--- config.mk ---
export PLATFORM = sky130hd
export DESIGN_NAME = bp_io_cmd_arbiter
export DESIGN_NICKNAME = d
export VERILOG_FILES = /design/src/rtl/bp_io_cmd_arbiter.sv
export SDC_FILE = /design/constraint.sdc
export NUM_CORES = 1
export LEC_CHECK = 0
export BUFFER_PORTS_ARGS = -buffer_cell sky130_fd_sc_hd__buf_2
export CORE_MARGIN = 8
export CORE_UTILIZATION = 30
export CTS_BUF_LIST = sky130_fd_sc_hd__clkbuf_16
export DETAILED_ROUTE_END_ITERATION = 16
export GPL_ROUTABILITY_DRIVEN = 0
export MAX_ROUTING_LAYER = met4
export PLACE_DENSITY = 0.78
export REMOVE_ABC_BUFFERS = 1
export SLEW_MARGIN = 20
export SYNTH_ARGS = -nofsm -noshare
export SYNTH_HDL_FRONTEND = slang
export SYNTH_SLANG_ARGS = --single-unit
--- constraint.sdc ---
create_clock -name clk_i -period 2.2 [get_ports clk_i]
set_input_delay 0.22 -clock clk_i [delete_from_list [all_inputs] [get_ports clk_i]]
set_output_delay 0.22 -clock clk_i [all_outputs]
set_load 0.02 [all_outputs]
--- src/rtl/bp_io_cmd_arbiter.sv ---
// Two-requester arbiter for the BlackParrot I/O command channel. A source-tag FIFO
// records the issue order so each io_resp returns to the requester that sent the command.
module bp_io_cmd_arbiter #(
  parameter int unsigned msg_width_p       = 32,
  parameter int unsigned max_outstanding_p = 4,
  localparam int unsigned CntW             = $clog2(max_outstanding_p + 1)
) (
  input  logic                   clk_i,
  input  logic                   reset_i,
  input  logic                   cfg_done_i,
  input  logic [msg_width_p-1:0] cfg_cmd_i,
  input  logic                   cfg_cmd_v_i,
  output logic                   cfg_cmd_yumi_o,
  input  logic [msg_width_p-1:0] mc_cmd_i,
  input  logic                   mc_cmd_v_i,
  output logic                   mc_cmd_yumi_o,
  output logic [msg_width_p-1:0] io_cmd_o,
  output logic                   io_cmd_v_o,
  input  logic                   io_cmd_yumi_i,
  input  logic [msg_width_p-1:0] io_resp_i,
  input  logic                   io_resp_v_i,
  output logic                   io_resp_ready_o,
  output logic [msg_width_p-1:0] cfg_resp_o,
  output logic                   cfg_resp_v_o,
  input  logic                   cfg_resp_ready_i,
  output logic [msg_width_p-1:0] mc_resp_o,
  output logic                   mc_resp_v_o,
  input  logic                   mc_resp_ready_i,
  output logic [CntW-1:0]        outstanding_o,
  output logic                   error_o
);

  localparam int unsigned PtrW = $clog2(max_outstanding_p);
  localparam logic [CntW-1:0] MaxCnt = CntW'(max_outstanding_p);

  typedef enum logic {StIdle, StLocked} state_e;

  // Source tags: 0 = cfg, 1 = mc
  state_e                       state_q;
  logic                         grant_q;
  logic                         last_q;
  logic [max_outstanding_p-1:0] tags_q;
  logic [PtrW-1:0]              wr_ptr_q, rd_ptr_q;
  logic [CntW-1:0]              cnt_q;
  logic                         error_q;

  logic cfg_elig, mc_elig, issue_ok, sel, src, cmd_v, push, pop, empty, head;

  always_comb begin
    cfg_elig = cfg_cmd_v_i;
    mc_elig  = mc_cmd_v_i & cfg_done_i;
    issue_ok = (cnt_q < MaxCnt);
    // On a tie, favour whichever source did not win last
    sel      = (cfg_elig & mc_elig) ? ~last_q : mc_elig;
    src      = (state_q == StLocked) ? grant_q : sel;
    cmd_v    = ~reset_i & ((state_q == StLocked) | (issue_ok & (cfg_elig | mc_elig)));
    push     = cmd_v & io_cmd_yumi_i;
    empty    = (cnt_q == '0);
    head     = tags_q[rd_ptr_q];
    // An unexpected response is drained rather than stalling the channel
    io_resp_ready_o = empty | (head ? mc_resp_ready_i : cfg_resp_ready_i);
    pop      = io_resp_v_i & io_resp_ready_o & ~empty;
  end

  assign io_cmd_o       = src ? mc_cmd_i : cfg_cmd_i;
  assign io_cmd_v_o     = cmd_v;
  assign cfg_cmd_yumi_o = push & ~src;
  assign mc_cmd_yumi_o  = push & src;
  assign cfg_resp_o     = io_resp_i;
  assign mc_resp_o      = io_resp_i;
  assign cfg_resp_v_o   = ~reset_i & io_resp_v_i & ~empty & ~head;
  assign mc_resp_v_o    = ~reset_i & io_resp_v_i & ~empty & head;
  assign outstanding_o  = cnt_q;
  assign error_o        = error_q;

  always_ff @(posedge clk_i or posedge reset_i) begin
    if (reset_i) begin
      state_q  <= StIdle;
      grant_q  <= 1'b0;
      last_q   <= 1'b1;
      tags_q   <= '0;
      wr_ptr_q <= '0;
      rd_ptr_q <= '0;
      cnt_q    <= '0;
      error_q  <= 1'b0;
    end else begin
      case (state_q)
        StIdle: begin
          if (cmd_v && !io_cmd_yumi_i) begin
            state_q <= StLocked;
            grant_q <= sel;
          end
        end
        StLocked: begin
          if (io_cmd_yumi_i) state_q <= StIdle;
        end
        default: state_q <= StIdle;
      endcase
      if (push) begin
        tags_q[wr_ptr_q] <= src;
        wr_ptr_q         <= wr_ptr_q + PtrW'(1);
        last_q           <= src;
      end
      if (pop) rd_ptr_q <= rd_ptr_q + PtrW'(1);
      case ({push, pop})
        2'b10:   cnt_q <= cnt_q + CntW'(1);
        2'b01:   cnt_q <= cnt_q - CntW'(1);
        default: cnt_q <= cnt_q;
      endcase
      if (io_resp_v_i && empty) error_q <= 1'b1;
    end
  end

  // A locked requester must keep its command valid until it is consumed
  a_hold_valid: assert property (@(posedge clk_i) disable iff (reset_i)
    (state_q == StLocked) |-> (grant_q ? mc_cmd_v_i : cfg_cmd_v_i));

endmodule

==> out/metrics.cfg, run 1 <==
[run_status]
status = complete, but fails checks
violations = setup timing

[drt]
routed_via_density = 4.74
postRouteAntennaNets = 0
drt_iter0_drc = 47
drc = 0
via_count = 1461
routedWlPerCell_um = 31.0
drt_pre_antenna_iters = 4
wl_um = 9560

[setup_path]
path_class = reg -> reg
cp_slowest_stage_delay_ns = 0.52
r2r_start = tags_q[3]$_DFFE_PP0P_
critPathRequiredTime_ns = 2.37
arrival_ns = 2.40
r2r_cells = 9
crit_buf_inv = 1
cp_max_fo = 2
critPathCaptureType = flip-flop
worstReg2RegEnd = outstanding_o[2]$_DFFE_PP0P_
cp-start-kind = flip-flop
crit_cells = 9
rrSetupSlack_ns = -0.03
endpoint = outstanding_o[2]$_DFFE_PP0P_
critPathLaunch = tags_q[3]$_DFFE_PP0P_
crit_chain = mux4_2 > mux2i_2 > nor2_2 > ha_2 > inv_2 > fa_2 > xor2_1 > nor2_1 > xnor2_1
path_delay_family = multiplexers
crit_slowest_cell = mux4_2

[cells_and_area]
final_util_pct = 37.4
instances_no_fill = 308
drive_gt1_share_pct = 62.7
multi_input_area_um2 = 807
fill_cells = 558
regArea_um2 = 377
syn2layout_area_growth_pct = 20.0
final_nets = 348
diodes = 0

[logic_synthesis]
avgSynthCellArea_um2 = 9.81
synth_cell_type_count = 30
syn_inst = 175
ys_seq_area_share_pct = 21.9
synth.area.top_cells = buf_4 28%, mux2_1 22%, dfrtp_1 20%, ha_1 3.6%, mux2_2 3.3%
ys_ff_latch = 15
synthesis.area_um2 = 1720
synth_warnings = 0
netlist.top_cell.by_area = buf_4
synth_top_area_share_pct = 28.4

[power_and_ir_drop]
power_switching_uw = 837
comb_power_share_pct = 58.3
p_seq_share_pct = 24.3
power.internal_uw = 1210
switching_share_pct = 40.8
p_leak_uw = 0.00109
vdd_drop_max_mv = 0.411
p_total_uw = 2050
p_per_area_nw_per_um2 = 996
clkPwrFrac_pct = 17.4

[global_route]
grt_use_met2_pct = 37.9
antenna_found_initial = 0
grt_max_degree = 27
first_global_vias = 1559
grt_use_met1_pct = 16.3
track_usage_pct = 21.8
grt_use_met3_pct = 14.1
grt_overflow = 0
grt_pass1_wl_um = 12400
busiest_layer = met2

[sta]
fin_ws_ns = -0.0313
tns_ns = -0.0313
slew_viol_final = 0
setup_viol = 1
clock_skew_ns = 0.00312
post-route-period-util_pct = 101
max_freq_ghz = 0.448
hold_violations = 0
rsz0062_at_grt = true
tightest_slew_ns = 0.282
holdWs_ns = 0.100
relSlewSlack_pct = 81.0
fin_crit_ns = 2.23

[cts]
cts_tree = yes
root_buffer = clkbuf_16
clockBufferDepth = 2
cts.sinks = 15
cts_htree_levels = 1
clk_pin_slew_ns = 0.05
ctsHoldBuffers = 0
worstSkewPairLatency_ns = 0.25
cts_buffers = 3

[die]
fp.dieW_um = 91.6
start_util_pct = 31.2
rows = 27
dieHeight_um = 91.6
coreArea_um2 = 5510
dieArea_um2 = 8400
ioPinCount = 211

[placement]
dp.final_hpwl_um = 8760
dpl.cell_count = 303
port_buffers = 114

[run]
max_cap_violations = 0

[hold_path]
hp-class = in -> async

-- layer usage --
metal / vias up / share of wire, %
li1: 642 / -
met1: 659 / 28
met2: 139 / 51
met3: 21 / 15
met4: 0 / 6.3
met5: - / 0
-- per-stage QoR --
stage	setup slack [ns]	instance area, um^2
floorplan	-0.0475	1200
global placement	-0.0155	1970
detailed placement	-0.0999	1970
CTS	-0.0597	2050
global route	-0.170	2060
finish	-0.0313	2060
-- power groups by stage --
stage	combinational, uW	sequential, uW	clock, uW
after floorplan	674	533	0
after global placement	1140	492	0
after detailed placement	1170	503	0
after CTS	1200	500	364
after global routing	1280	518	379
final	1200	499	358
-- logic make-up after synthesis --
kind of cell	count (synthesis)	share of synthesized area, %
flops	15	21.9
compound gates	5	2.19
buf+inv	77	31.3
simple gates	23	7.29
mux	43	29.4
fa+ha+maj	6	4.81
xor+xnor	6	3.06
-- how the worst min path moves through the flow --
stage,from,to,slack [ns],depth (start not counted)
after floorplan,reset_i,error_o$_DFFE_PP0P_,0.13,1
after global placement,reset_i,wr_ptr_q[0]$_DFFE_PP0P_,0.35,3
after detailed placement,reset_i,grant_q$_DFFE_PP0P_,0.36,3
after CTS,reset_i,grant_q$_DFFE_PP0P_,0.09,3
after global routing,reset_i,rd_ptr_q[0]$_DFFE_PP0P_,0.12,3
final,reset_i,tags_q[0]$_DFFE_PP0P_,0.10,3
-- state kept, by name, indices dropped and copies added, names as in the netlist --
register,cells
wr_ptr_q,2
tags_q,4
outstanding_o,3
state_q,1
last_q,1
rd_ptr_q,2
grant_q,1
error_o,1
-- tightest hold or removal path, stage by stage --
cell,delay [ns]
buf_2,0.17
inv_1,0.09
buf_4,0.23
-- repair_timing --
action / 4_1_cts / 5_1_grt
buffers inserted: 0 / 1
resized for setup: 3 / 0
setup endpoints to repair: 1 / 2
-- cell usage in the layout, fill, tap and decap left out, drive strengths merged, types with 2 or more instances in the layout --
master / netlist / final
a21oi: 2 / 2
buf: 69 / 127
clkbuf: 1 / 3
dfrtp: 14 / 14
ha: 5 / 5
inv: 7 / 7
mux2: 40 / 40
mux2i: 2 / 2
nand2: 7 / 7
nor2: 5 / 5
nor3: 5 / 5
nor3b: 2 / 2
xnor2: 3 / 3
xor2: 3 / 3
-- cells in the mapped netlist --
cell type	instances
nor2b_1	1
or3b_1	1
nor4_1	1
a31oi_1	1
mux4_2	1
fa_1	1
mux2_2	5
nor2_1	4
a21oi_1	1
mux2_1	33
ha_1	5
dfstp_2	1
a21oi_2	1
buf_4	65
buf_2	4
or3_1	1
nor3b_2	2
a21o_1	1
nor3_1	5
mux2i_2	1
mux2_4	2
xor2_1	3
dfrtp_1	14
a41o_1	1
xnor2_1	3
clkbuf_1	1
inv_1	7
mux2i_1	1
nand2_1	7
nor2_2	1
-- cell type report --
type / instances / area share, %
clock buffer: 3 / 3.64
timing repair buffer: 127 / 33.0
clock inverter: 1 / 0.243
tap: 72 / 4.37
multi-input combinational: 83 / 39.2
inverter: 7 / 1.28
sequential: 15 / 18.3
Note: power is estimated with default switching activity, not from simulation.
==> inputs of run 2 (changes only) <==
- SLEW_MARGIN: 20 -> 15
- TNS_END_PERCENT: default -> 30
==> run 2 against run 1 <==
The flow still finishes with violations (setup timing). Cell area decreased by 0.36%. Core utilization decreased by 0.14 points. Clock skew about the same.
==> out/metrics.cfg, run 2 (synthesis gave the netlist of run 1 again) <==
[setup_path]
worstReg2RegEnd = outstanding_o[2]$_DFFE_PP0P_
crit_slowest_cell = mux4_2
cp_max_fo = 2
critPathCaptureType = flip-flop
r2r_cells = 9
arrival_ns = 2.41
critPathRequiredTime_ns = 2.37
critPathLaunch = tags_q[3]$_DFFE_PP0P_
r2r_start = tags_q[3]$_DFFE_PP0P_
cp-start-kind = flip-flop
crit_chain = mux4_2 > mux2i_2 > nor2_2 > ha_2 > inv_2 > fa_2 > xor2_1 > nor2_1 > xnor2_1
cp_slowest_stage_delay_ns = 0.52
path_class = reg -> reg
rrSetupSlack_ns = -0.04

[cells_and_area]
final_cell_mix = 114 x buf_2, 33 x mux2_1, 14 x dfrtp_1
diodes = 0
drive_gt1_share_pct = 62.6
largest_register_ffs = 4
regMostFlops = tags_q
fill_cells = 558
syn2layout_area_growth_pct = 19.6
multi_input_area_um2 = 807
regArea_um2 = 377
final_nets = 347
mostFrequentLayoutCell = buf_2

[die]
fp.dieW_um = 91.6
dieArea_um2 = 8400
start_util_pct = 31.2
rows = 27
ioPinCount = 211
dieHeight_um = 91.6
coreArea_um2 = 5510

[placement]
dp.final_hpwl_um = 8760
port_buffers = 114

[power_and_ir_drop]
p_leak_uw = 0.00108
vdd_drop_max_mv = 0.411
p_total_uw = 2040
p_per_area_nw_per_um2 = 995

[global_route]
first_global_vias = 1559
track_usage_pct = 21.8
antenna_found_initial = 0
grt_overflow = 0
grt_max_degree = 27
grt_pass1_wl_um = 12400

[sta]
setup_viol = 1
tightest_slew_ns = 0.282
max_freq_ghz = 0.447
rsz0062_at_grt = true
slew_viol_final = 0
hold_violations = 0
fin_ws_ns = -0.0371
post-route-period-util_pct = 102
holdWs_ns = 0.0990
relSlewSlack_pct = 81.0
fin_crit_ns = 2.24
clock_skew_ns = 0.00312

[drt]
drc = 0
routedWlPerCell_um = 31.1
routed_via_density = 4.70
wl_um = 9540
drt_pre_antenna_iters = 4
via_count = 1444
drt_iter0_drc = 54
postRouteAntennaNets = 0

[run_status]
status = complete, but fails checks
violations = setup timing

[cts]
clk_pin_slew_ns = 0.05
root_buffer = clkbuf_16
cts_htree_levels = 1
worstSkewPairLatency_ns = 0.25
postCtsSetupBuffers = 0
cts.sinks = 15
clockBufferDepth = 2
cts_tree = yes
ctsHoldBuffers = 0
cts_buffers = 3

[run]
max_cap_violations = 0

[hold_path]
hp-class = in -> async

## run 2: stage by stage
step           setup slack (ns)  std cells  TNS, ns  utilization [%]  instance area, um^2
6_report                -0.0371        307  -0.0371             37.3                 2050
5_1_grt                  -0.174        307   -0.193             37.3                 2050
4_1_cts                 -0.0597        307  -0.0597             37.3                 2050
3_5_place_dp            -0.0999        303  -0.0999             35.7                 1970
3_3_place_gp            -0.0155        303  -0.0155             35.7                 1970
2_1_floorplan           -0.0475        105  -0.0475                -                 1200
## run 2: how the worst max path moves through the flow
| stage | endpoint | slack (ns) | cells past startpoint |
|---|---|---|---|
| floorplan | outstanding_o[2]$_DFFE_PP0P_ | -0.05 | 9 |
| global placement | outstanding_o[2]$_DFFE_PP0P_ | -0.02 | 9 |
| detailed placement | outstanding_o[2]$_DFFE_PP0P_ | -0.1 | 9 |
| CTS | outstanding_o[2]$_DFFE_PP0P_ | -0.06 | 9 |
| global route | outstanding_o[2]$_DFFE_PP0P_ | -0.17 | 9 |
| finish | outstanding_o[2]$_DFFE_PP0P_ | -0.04 | 9 |
## run 2: metal layers
layer / GRT usage [%] / vias up / part of all wire [%]
li1: - / 640 / -
met1: 16.3 / 644 / 28
met2: 37.9 / 139 / 50
met3: 14.1 / 21 / 15
met4: 13.6 / 0 / 6.4
met5: - / - / 0
## run 2: critical path: cells and delay by family, from the launching register on
family | cells | cell delay (ns)
flops | 1 | 0.39
xor+xnor | 2 | 0.27
mux | 2 | 0.70
simple gates | 2 | 0.23
fa+ha+maj | 2 | 0.53
buf+inv | 1 | 0.04
## run 2: layout make-up
type | instances | share of cell area (%)
inverters | 7 | 1.28
clock inverters | 1 | 0.244
multi-input cells | 83 | 39.3
repair buffers | 126 | 32.8
well taps | 72 | 4.39
clock buffers | 3 | 3.66
flip-flops and latches | 15 | 18.3
## run 2: power breakdown
| part | leakage, uW | switching, uW | internal [uW] |
|---|---|---|---|
| combinational | 0.000860 | 630 | 556 |
| clock | 0.0000409 | 115 | 243 |
| sequential | 0.000182 | 90.6 | 408 |
| total | 0.00108 | 836 | 1210 |
## run 2: repair_timing
| item | CTS | global route |
|---|---|---|
| pin swaps | 0 | 0 |
| endpoints found under the setup margin | 1 | 2 |
| endpoints found under the hold margin | 0 | 0 |
| resized for setup | 3 | 0 |
